**src/rtl/beat_scheduler.sv**
```systemverilog
// Song tempo controller: a reloading down-counter that emits one beat
// tick per period and the chart index of that beat.
module beat_scheduler #(
    parameter int unsigned CNT_W    = 28,
    parameter int unsigned PERIOD_0 = 833333,
    parameter int unsigned PERIOD_1 = 50000000,
    parameter int unsigned PERIOD_2 = 100000000,
    parameter int unsigned PERIOD_3 = 200000000,
    parameter int unsigned ADDR_W   = 8,
    parameter int unsigned SONG_LEN = 200
) (
    input  logic              clock,
    input  logic              reset,
    input  logic              start,
    input  logic              stop,
    input  logic              pause,
    input  logic [1:0]        tempo_sel,
    output logic              beat_tick,
    output logic [ADDR_W-1:0] beat_addr,
    output logic              running,
    output logic              done
);

    localparam logic [1:0] S_IDLE  = 2'd0;
    localparam logic [1:0] S_RUN   = 2'd1;
    localparam logic [1:0] S_PAUSE = 2'd2;
    localparam logic [1:0] S_DONE  = 2'd3;

    localparam logic [CNT_W-1:0] RELOAD_0 = CNT_W'(PERIOD_0 - 1);
    localparam logic [CNT_W-1:0] RELOAD_1 = CNT_W'(PERIOD_1 - 1);
    localparam logic [CNT_W-1:0] RELOAD_2 = CNT_W'(PERIOD_2 - 1);
    localparam logic [CNT_W-1:0] RELOAD_3 = CNT_W'(PERIOD_3 - 1);

    localparam logic [ADDR_W-1:0] LAST_IDX = ADDR_W'(SONG_LEN - 1);

    logic [1:0]        state;
    logic [CNT_W-1:0]  count;
    logic [CNT_W-1:0]  reload;
    logic [ADDR_W-1:0] next_idx;

    logic active;
    logic can_start;
    logic advance;
    logic expire;
    logic last_beat;

    always_comb begin
        unique case (tempo_sel)
            2'b00:   reload = RELOAD_0;
            2'b01:   reload = RELOAD_1;
            2'b10:   reload = RELOAD_2;
            default: reload = RELOAD_3;
        endcase
    end

    assign active    = (state == S_RUN) || (state == S_PAUSE);
    assign can_start = start && ((state == S_IDLE) || (state == S_DONE));
    // Leaving PAUSE counts as a running cycle, so paused edges are the
    // only ones that do not advance the beat.
    assign advance   = active && !pause;
    assign expire    = advance && (count == '0);
    assign last_beat = (next_idx == LAST_IDX);

    always_ff @(posedge clock or posedge reset) begin
        if (reset) begin
            state     <= S_IDLE;
            count     <= '0;
            next_idx  <= '0;
            beat_tick <= 1'b0;
            beat_addr <= '0;
        end else begin
            beat_tick <= 1'b0;
            if (stop) begin
                state     <= S_IDLE;
                count     <= '0;
                next_idx  <= '0;
                beat_addr <= '0;
            end else if (can_start) begin
                state     <= S_RUN;
                count     <= reload;
                next_idx  <= '0;
                beat_addr <= '0;
            end else if (active && pause) begin
                state <= S_PAUSE;
            end else if (expire) begin
                beat_tick <= 1'b1;
                beat_addr <= next_idx;
                count     <= reload;
                if (last_beat) begin
                    state <= S_DONE;
                end else begin
                    state    <= S_RUN;
                    next_idx <= next_idx + ADDR_W'(1);
                end
            end else if (advance) begin
                state <= S_RUN;
                count <= count - CNT_W'(1);
            end
        end
    end

    assign running = active;
    assign done    = (state == S_DONE);

endmodule
```
**config.mk**
```make
export PLATFORM = sky130hd
export DESIGN_NAME = beat_scheduler
export DESIGN_NICKNAME = d
export VERILOG_FILES = /design/src/rtl/beat_scheduler.sv
export SDC_FILE = /design/constraint.sdc
export NUM_CORES = 1
export LEC_CHECK = 0
export BUFFER_PORTS_ARGS = -buffer_cell sky130_fd_sc_hd__buf_2
export CORE_MARGIN = 1
export CORE_UTILIZATION = 65
export DETAILED_ROUTE_END_ITERATION = 10
export PLACE_DENSITY = 0.95
export SLEW_MARGIN = 20
export SYNTH_ARGS = -nofsm -noshare
export SYNTH_HDL_FRONTEND = slang
export SYNTH_SLANG_ARGS = --single-unit
```
**constraint.sdc**
```tcl
create_clock -name clock -period 4.3 [get_ports clock]
set_input_delay 0.645 -clock clock [delete_from_list [all_inputs] [get_ports clock]]
set_output_delay 0.645 -clock clock [all_outputs]
set_load 0.05 [all_outputs]
```
==> out/metrics.yaml, run 1 <==
setup_path:
  worst_ep_required_time_ns: 4.51
  timing.rr.start: "state[0]$_DFFE_PP0P_"
  r2r_slack_ns: 1.24
  r2r_end: "count[12]$_DFFE_PP0P_"
  cp-end-kind: "flop"
  critPathArrivalTime_ns: 3.27
  cp_max_fo: 20
  start_kind: "flop"
  worstSetupPathType: "flop to flop"
  ff2ff_path_depth: 7
  slowest_stage: "a21oi_1"
  slowest_delay_ns: 0.80
  crit_chain: "ha_1, nand2b_1, a21oi_1, nand2_1, nor2_1, nor2_1, o22ai_1"
  crit_top_cell: "nor2_1"
cells_and_area:
  final_area_um2: 3020
  syn_to_final_growth_pct: 6.86
  antenna_cells: 0
  final_cell_mix: "47 x dfrtp_1, 33 x nor2_1, 27 x a21oi_1, 21 x nand2_1"
  final_core_util_pct: 73.9
  nets: 345
  final_cells: 379
  final_common_cell: "dfrtp_1"
  drive_gt1_share_pct: 13.1
cts:
  cts_tree: "done"
  cts_buffers: 5
  clk_pin_slew_ns: 0.09
  cts_root_buf: "clkbuf_8"
  cts_max_level: 2
  cts_hold_buf: 0
  cts.path.max_buffers: 2
  cts_resized: 0
  clkSinkCount: 47
  worst_skew_pair.late_latency_ns: 0.30
  cts_setup_buffers: 0
synth:
  synthCells: 316
  ys_ff_latch: 47
  async_flop_share_pct: 100
  yosys_warnings: 0
  netlist_area_um2: 2830
  syn_area_per_cell_um2: 8.94
  netlist_top_cells_area: "dfrtp_1 42%, a21oi_1 4.8%, ha_1 4.4%, nor2_1 4.4%, nand3_1 3.0%"
  synthesis.nets: 333
  seq_area_frac_synth_pct: 41.6
  synth_area_leader_cell: "dfrtp_1"
  synth_ff_type: "dfrtp_1"
  synth_top_area_share_pct: 41.6
  synth_edf_count: 0
  synthDistinctLibCells: 53
sta:
  post-route-worst-setup-slack_ns: 1.24
  worst-slew-pin-transition_ns: 0.883
  fmax_mhz: 327
  finalSetupViolations: 0
  fin_skew_ns: 0.00351
  max_slew_margin_pct: 41.0
  rsz0062_at_grt: "no"
  holdWs_ns: 0.449
  hold_viol: 0
  final-max-slew-violation-count: 0
  period_needed_ns: 3.06
  fin_crit_sh_pct: 71.1
  tns_ns: 0
global_routing:
  grt_max_degree: 48
  grtUsageTotal_pct: 35.7
  grt_antenna_before_repair: 0
  grt_pass1_wl_um: 12200
  grt.overflow.total: 0
  grt_pass1_vias: 2577
power:
  p_leak_nw: 1.32
  max-vdd-ir-drop_uv: 425
  design_power_total_mw: 2.21
  power.density_nw_per_um2: 731
routing:
  drt_iter0_drc: 306
  wire_per_inst_um: 19.2
  dr.pass1.iters: 6
  drcViolationCount: 0
  drt.antenna.violating_nets: 0
  vias: 2654
  routed_wl_um: 7290
  vias_per_cell: 7.00
die:
  fp.dieH_um: 67.9
  coreArea_um2: 4090
  num_io_pins: 18
  die-area_um2: 4620
  rows: 23
  initial_utilization_pct: 69.2
  die_x_um: 67.9
placed_design:
  gp_congestion: 0.974
  dpl.hpwl_um: 5180
  place_area_um2: 2930
  place_worst_setup_slack_ns: 1.34
  dpl.cell_count: 371
  port_buffers: 17
run:
  drv_cap: 0
hold_path:
  hp-class: "primary input to asynchronous set/reset pin"
outcome:
  run_status: "complete, no violations"
[worst max-delay path: cells and delay by family (launching register included)]
family	cells	cell delay (ns)
AOI/OAI and AO/OA	2	1.00
DFF	1	0.39
and+or+nand+nor	4	1.21
adders and majority gates	1	0.37
[registers in the layout, summed over array words and instances (netlist names)]
register and flops:
beat_addr 8, next_idx 8, count 28, beat_tick 1, state 2
[routing by layer]
metal  share of wire (%)  track usage (%)  routed length (µm)  up-vias
met5                   0                0                   0        -
met4                 2.6             14.3                 189        0
met3                  11             7.50                 769       26
met2                  46             55.6                3360      171
met1                  41             48.3                2970     1253
li1                    -                -                   -     1204
[cell type report]
type	count	area, µm²
Multi-Input combinational cell	245	1550
Clock inverter	3	20.0
Clock buffer	5	68.8
Sequential cell	47	1180
Tap cell	50	62.6
Timing Repair Buffer	19	100
Fill cell	314	1070
Inverter	10	38.8
[worst max-delay path by stage]
stage | start | to | slack [ns] | depth (start not counted)
after global placement | state[0]$_DFFE_PP0P_ | count[6]$_DFFE_PP0P_ | 1.41 | 7
final | state[0]$_DFFE_PP0P_ | count[12]$_DFFE_PP0P_ | 1.24 | 7
after floorplan | state[0]$_DFFE_PP0P_ | count[25]$_DFFE_PP0P_ | 1.69 | 7
after global routing | state[1]$_DFFE_PP0P_ | count[6]$_DFFE_PP0P_ | 1.08 | 7
after detailed placement | state[0]$_DFFE_PP0P_ | count[6]$_DFFE_PP0P_ | 1.34 | 7
after CTS | state[0]$_DFFE_PP0P_ | count[6]$_DFFE_PP0P_ | 1.34 | 7
[report_power, final]
group	internal [mW]	switching, mW	leakage, nW
Sequential	0.550	0.129	0.641
Clock	0.113	0.156	0.0402
Combinational	0.404	0.854	0.638
[synthesized netlist by cell type (4+ instances only)]
cell type  number
dfrtp_1        47
nor2_1         33
a21oi_1        27
nand2_1        21
nand3_1        17
o21ai_0        17
nor3_1         16
ha_1           10
inv_1          10
or3_1           9
nor4_1          7
buf_2           6
nand4_1         6
a21o_1          5
nand2b_1        5
o2bb2ai_1       5
a22o_1          4
a311oi_1        4
clkbuf_1        4
mux2i_1         4
o211ai_1        4
o31ai_1         4
o41ai_1         4
xnor2_1         4
[cell families (layout without fill, tap and decap cells)]
| group | after synthesis | in the layout | share of synthesized area (%) |
|---|---|---|---|
| buffers and inverters | 24 | 37 | 3.59 |
| AO/OA/AOI/OAI | 89 | 89 | 20.9 |
| flip-flops | 47 | 47 | 41.6 |
| multiplexers | 4 | 4 | 1.42 |
| adder cells (fa/ha/maj) | 10 | 10 | 4.43 |
| XOR/XNOR | 6 | 6 | 1.86 |
| AND/OR/NAND/NOR | 136 | 136 | 26.2 |
No activity file was read; power rests on OpenSTA's default activity.
==> run 2: changes to the inputs <==
--- a/config.mk
+++ b/config.mk
@@ -7,9 +7,9 @@
 export LEC_CHECK = 0
 export BUFFER_PORTS_ARGS = -buffer_cell sky130_fd_sc_hd__buf_2
 export CORE_MARGIN = 1
-export CORE_UTILIZATION = 65
+export CORE_UTILIZATION = 55
 export DETAILED_ROUTE_END_ITERATION = 10
-export PLACE_DENSITY = 0.95
+export PLACE_DENSITY = 0.87
 export SLEW_MARGIN = 20
 export SYNTH_ARGS = -nofsm -noshare
 export SYNTH_HDL_FRONTEND = slang
==> constraint.sdc (replaced) <==
create_clock -name clock -period 2.45 [get_ports clock]
set_input_delay 0.3675 -clock clock [delete_from_list [all_inputs] [get_ports clock]]
set_output_delay 0.3675 -clock clock [all_outputs]
set_load 0.05 [all_outputs]
==> out/metrics.yaml, run 2 (synthesis gave the netlist of run 1 again) <==
routing:
  vias: 2838  # +6.9%
  drt.antenna.violating_nets: 0  # unchanged
  vias_per_cell: 6.66  # -4.9%
  dr.pass1.iters: 5  # -1
  drcViolationCount: 0  # unchanged
  routed_wl_um: 8090  # +11%
  wire_per_inst_um: 19.0  # -1.2%
  drt_iter0_drc: 364  # +19%
cells_and_area:
  final_cells: 426  # +12%
  antenna_cells: 0  # unchanged
  final_core_util_pct: 68.3  # -5.6 points
  drive_gt1_share_pct: 20.9  # +7.8 points
  n_fill_cell: 379  # +21%
  nets: 375  # +8.7%
  final_common_cell: "dfrtp_1"
  final_area_um2: 3310  # +9.7%
  largest_register_ffs: 28  # unchanged
  largest_register: "count"
  syn_to_final_growth_pct: 17.2
  top_regs: "count: 28 flops, beat_addr: 8 flops, next_idx: 8 flops"
  final_cell_mix: "47 x dfrtp_1, 33 x nor2_1, 31 x buf_4, 27 x a21oi_1, 21 x nand2_1"
setup_path:
  cp-end-kind: "flop"
  timing.rr.start: "count[7]$_DFFE_PP0P_"
  r2r_end: "count[25]$_DFFE_PP0P_"
  crit_start: "count[7]$_DFFE_PP0P_"
  cp_max_fo: 3  # -85%
  start_kind: "flop"
  worst_ep_required_time_ns: 2.65  # -1.86 ns
  critPathArrivalTime_ns: 2.55  # -0.72 ns
  r2r_slack_ns: 0.1  # -1.14 ns
  worstSetupPathType: "flop to flop"
  ff2ff_path_depth: 7  # unchanged
global_routing:
  grt_max_degree: 21  # -56%
  grt_pass1_vias: 2619  # +1.6%
  grt.overflow.total: 0  # unchanged
  grt_antenna_before_repair: 0  # unchanged
  grtUsageTotal_pct: 31.7  # -4.0 points
  grt_pass1_wl_um: 12900  # +6.2%
sta:
  finalSetupViolations: 0  # unchanged
  tns_ns: 0  # unchanged
  rsz0062_at_grt: "no"
  fin_crit_sh_pct: 96.0  # +25 points
  fin_skew_ns: 0.00729  # +0.00378 ns
  max_slew_margin_pct: 59.4  # +18 points
  period_needed_ns: 2.35  # -0.707 ns
  hold_viol: 0  # unchanged
  final-max-slew-violation-count: 0  # unchanged
  worst-slew-pin-transition_ns: 0.600  # -0.283 ns
  fmax_mhz: 425  # +30%
  holdWs_ns: 0.446  # -0.00270 ns
placed_design:
  place_area_um2: 3160  # +7.8%
  gp_congestion: 1.02  # +4.8%
  dpl.cell_count: 414  # +12%
  dpl.hpwl_um: 5660  # +9.3%
  port_buffers: 17  # unchanged
cts:
  clkSinkCount: 47  # unchanged
  cts_buffers: 5  # unchanged
  cts_tree: "done"
  worst_skew_pair.late_latency_ns: 0.31  # about the same
  cts.path.max_buffers: 2  # unchanged
  cts_root_buf: "clkbuf_8"
  cts_max_level: 2  # unchanged
  clk_pin_slew_ns: 0.09  # about the same
die:
  initial_utilization_pct: 58.3  # -11 points
  rows: 25  # +8.7%
  coreArea_um2: 4850  # +19%
  die_x_um: 73.7  # +8.5%
  num_io_pins: 18  # unchanged
  die-area_um2: 5430  # +18%
  fp.dieH_um: 73.7  # +8.5%
hold_path:
  min_from: "stop"
  hold_depth: 2
  hp-class: "primary input to flop"
  min_to: "beat_addr[3]$_DFFE_PP0P_"
power:
  power.density_nw_per_um2: 1340  # +84%
  switchingPower_mw: 2.20  # +93%
  p_int_mw: 2.26  # +110%
  seqPwrFrac_pct: 26.5  # -4.3 points
  p_comb_share_pct: 62.5  # +5.5 points
  max-vdd-ir-drop_uv: 580  # +37%
  clockPowerShare_pct: 11.0  # -1.2 points
  p_leak_nw: 1.47  # +12%
  swShare_pct: 49.3  # -2.3 points
run:
  drv_cap: 0  # unchanged
outcome:
  run_status: "complete, no violations"
-- run 2: power groups by stage --
| stage | Combinational (mW) | Sequential, mW | Clock (mW) |
|---|---|---|---|
| 3_3_place_gp | 2.47 | 1.17 | 0 |
| 4_1_cts | 2.55 | 1.17 | 0.488 |
| 2_1_floorplan | 1.69 | 1.15 | 0 |
| 3_5_place_dp | 2.51 | 1.18 | 0 |
| 5_1_grt | 2.96 | 1.20 | 0.523 |
| 6_report | 2.78 | 1.18 | 0.490 |
-- run 2: per-layer routing --
metal | vias up | GRT usage [%] | part of all wire, %
met4 | 0 | 15.0 | 3.1
met5 | - | 0 | 0
met1 | 1348 | 44.2 | 43
li1 | 1271 | - | -
met2 | 186 | 47.4 | 46
met3 | 33 | 6.31 | 8.6
-- run 2: stage by stage --
stage                     worst slack [ns]  total power, mW
after floorplan                      0.139             2.84
after detailed placement           0.00212             3.68
after global routing                0.0164             4.69
final                               0.0984             4.45
after CTS                          0.00644             4.20
after global placement               0.133             3.64
-- run 2: timing repair --
action                                  CTS  global route
gates resized for setup                   1             4
gates cloned                              0             0
pin swaps                                 0             2
hold buffers                              1             0
endpoints found under the hold margin    11             0
endpoints found under the setup margin    1            29
buffers inserted                          0             3
-- run 2: how the worst max path moves through the flow --
stage,endpoint,slack (ns),cells after the start
after floorplan,count[25]$_DFFE_PP0P_,0.14,7
after global placement,count[24]$_DFFE_PP0P_,0.13,7
after detailed placement,count[2]$_DFFE_PP0P_,0.002,8
after CTS,count[24]$_DFFE_PP0P_,0.006,7
after global routing,next_idx[5]$_DFFE_PP0P_,0.02,7
final,count[25]$_DFFE_PP0P_,0.1,7
-- run 2: final cells by class --
type,instances,area [µm²],area share (%)
clock inverter,3,20.0,0.604
multi-input combinational,245,1600,48.3
inverter,10,37.5,1.13
sequential,47,1180,35.5
tap,67,83.8,2.53
clock buffer,5,68.8,2.08
timing repair buffer,49,328,9.89
-- run 2: critical path, stage by stage, from the launching register on --
cell and delay [ns]:
dfrtp_1 0.44, nor4_4 0.44, buf_4 0.20, nand2_1 0.05, or4_1 0.57, nand2_2 0.14, a21oi_1 0.11, a221o_1 0.30
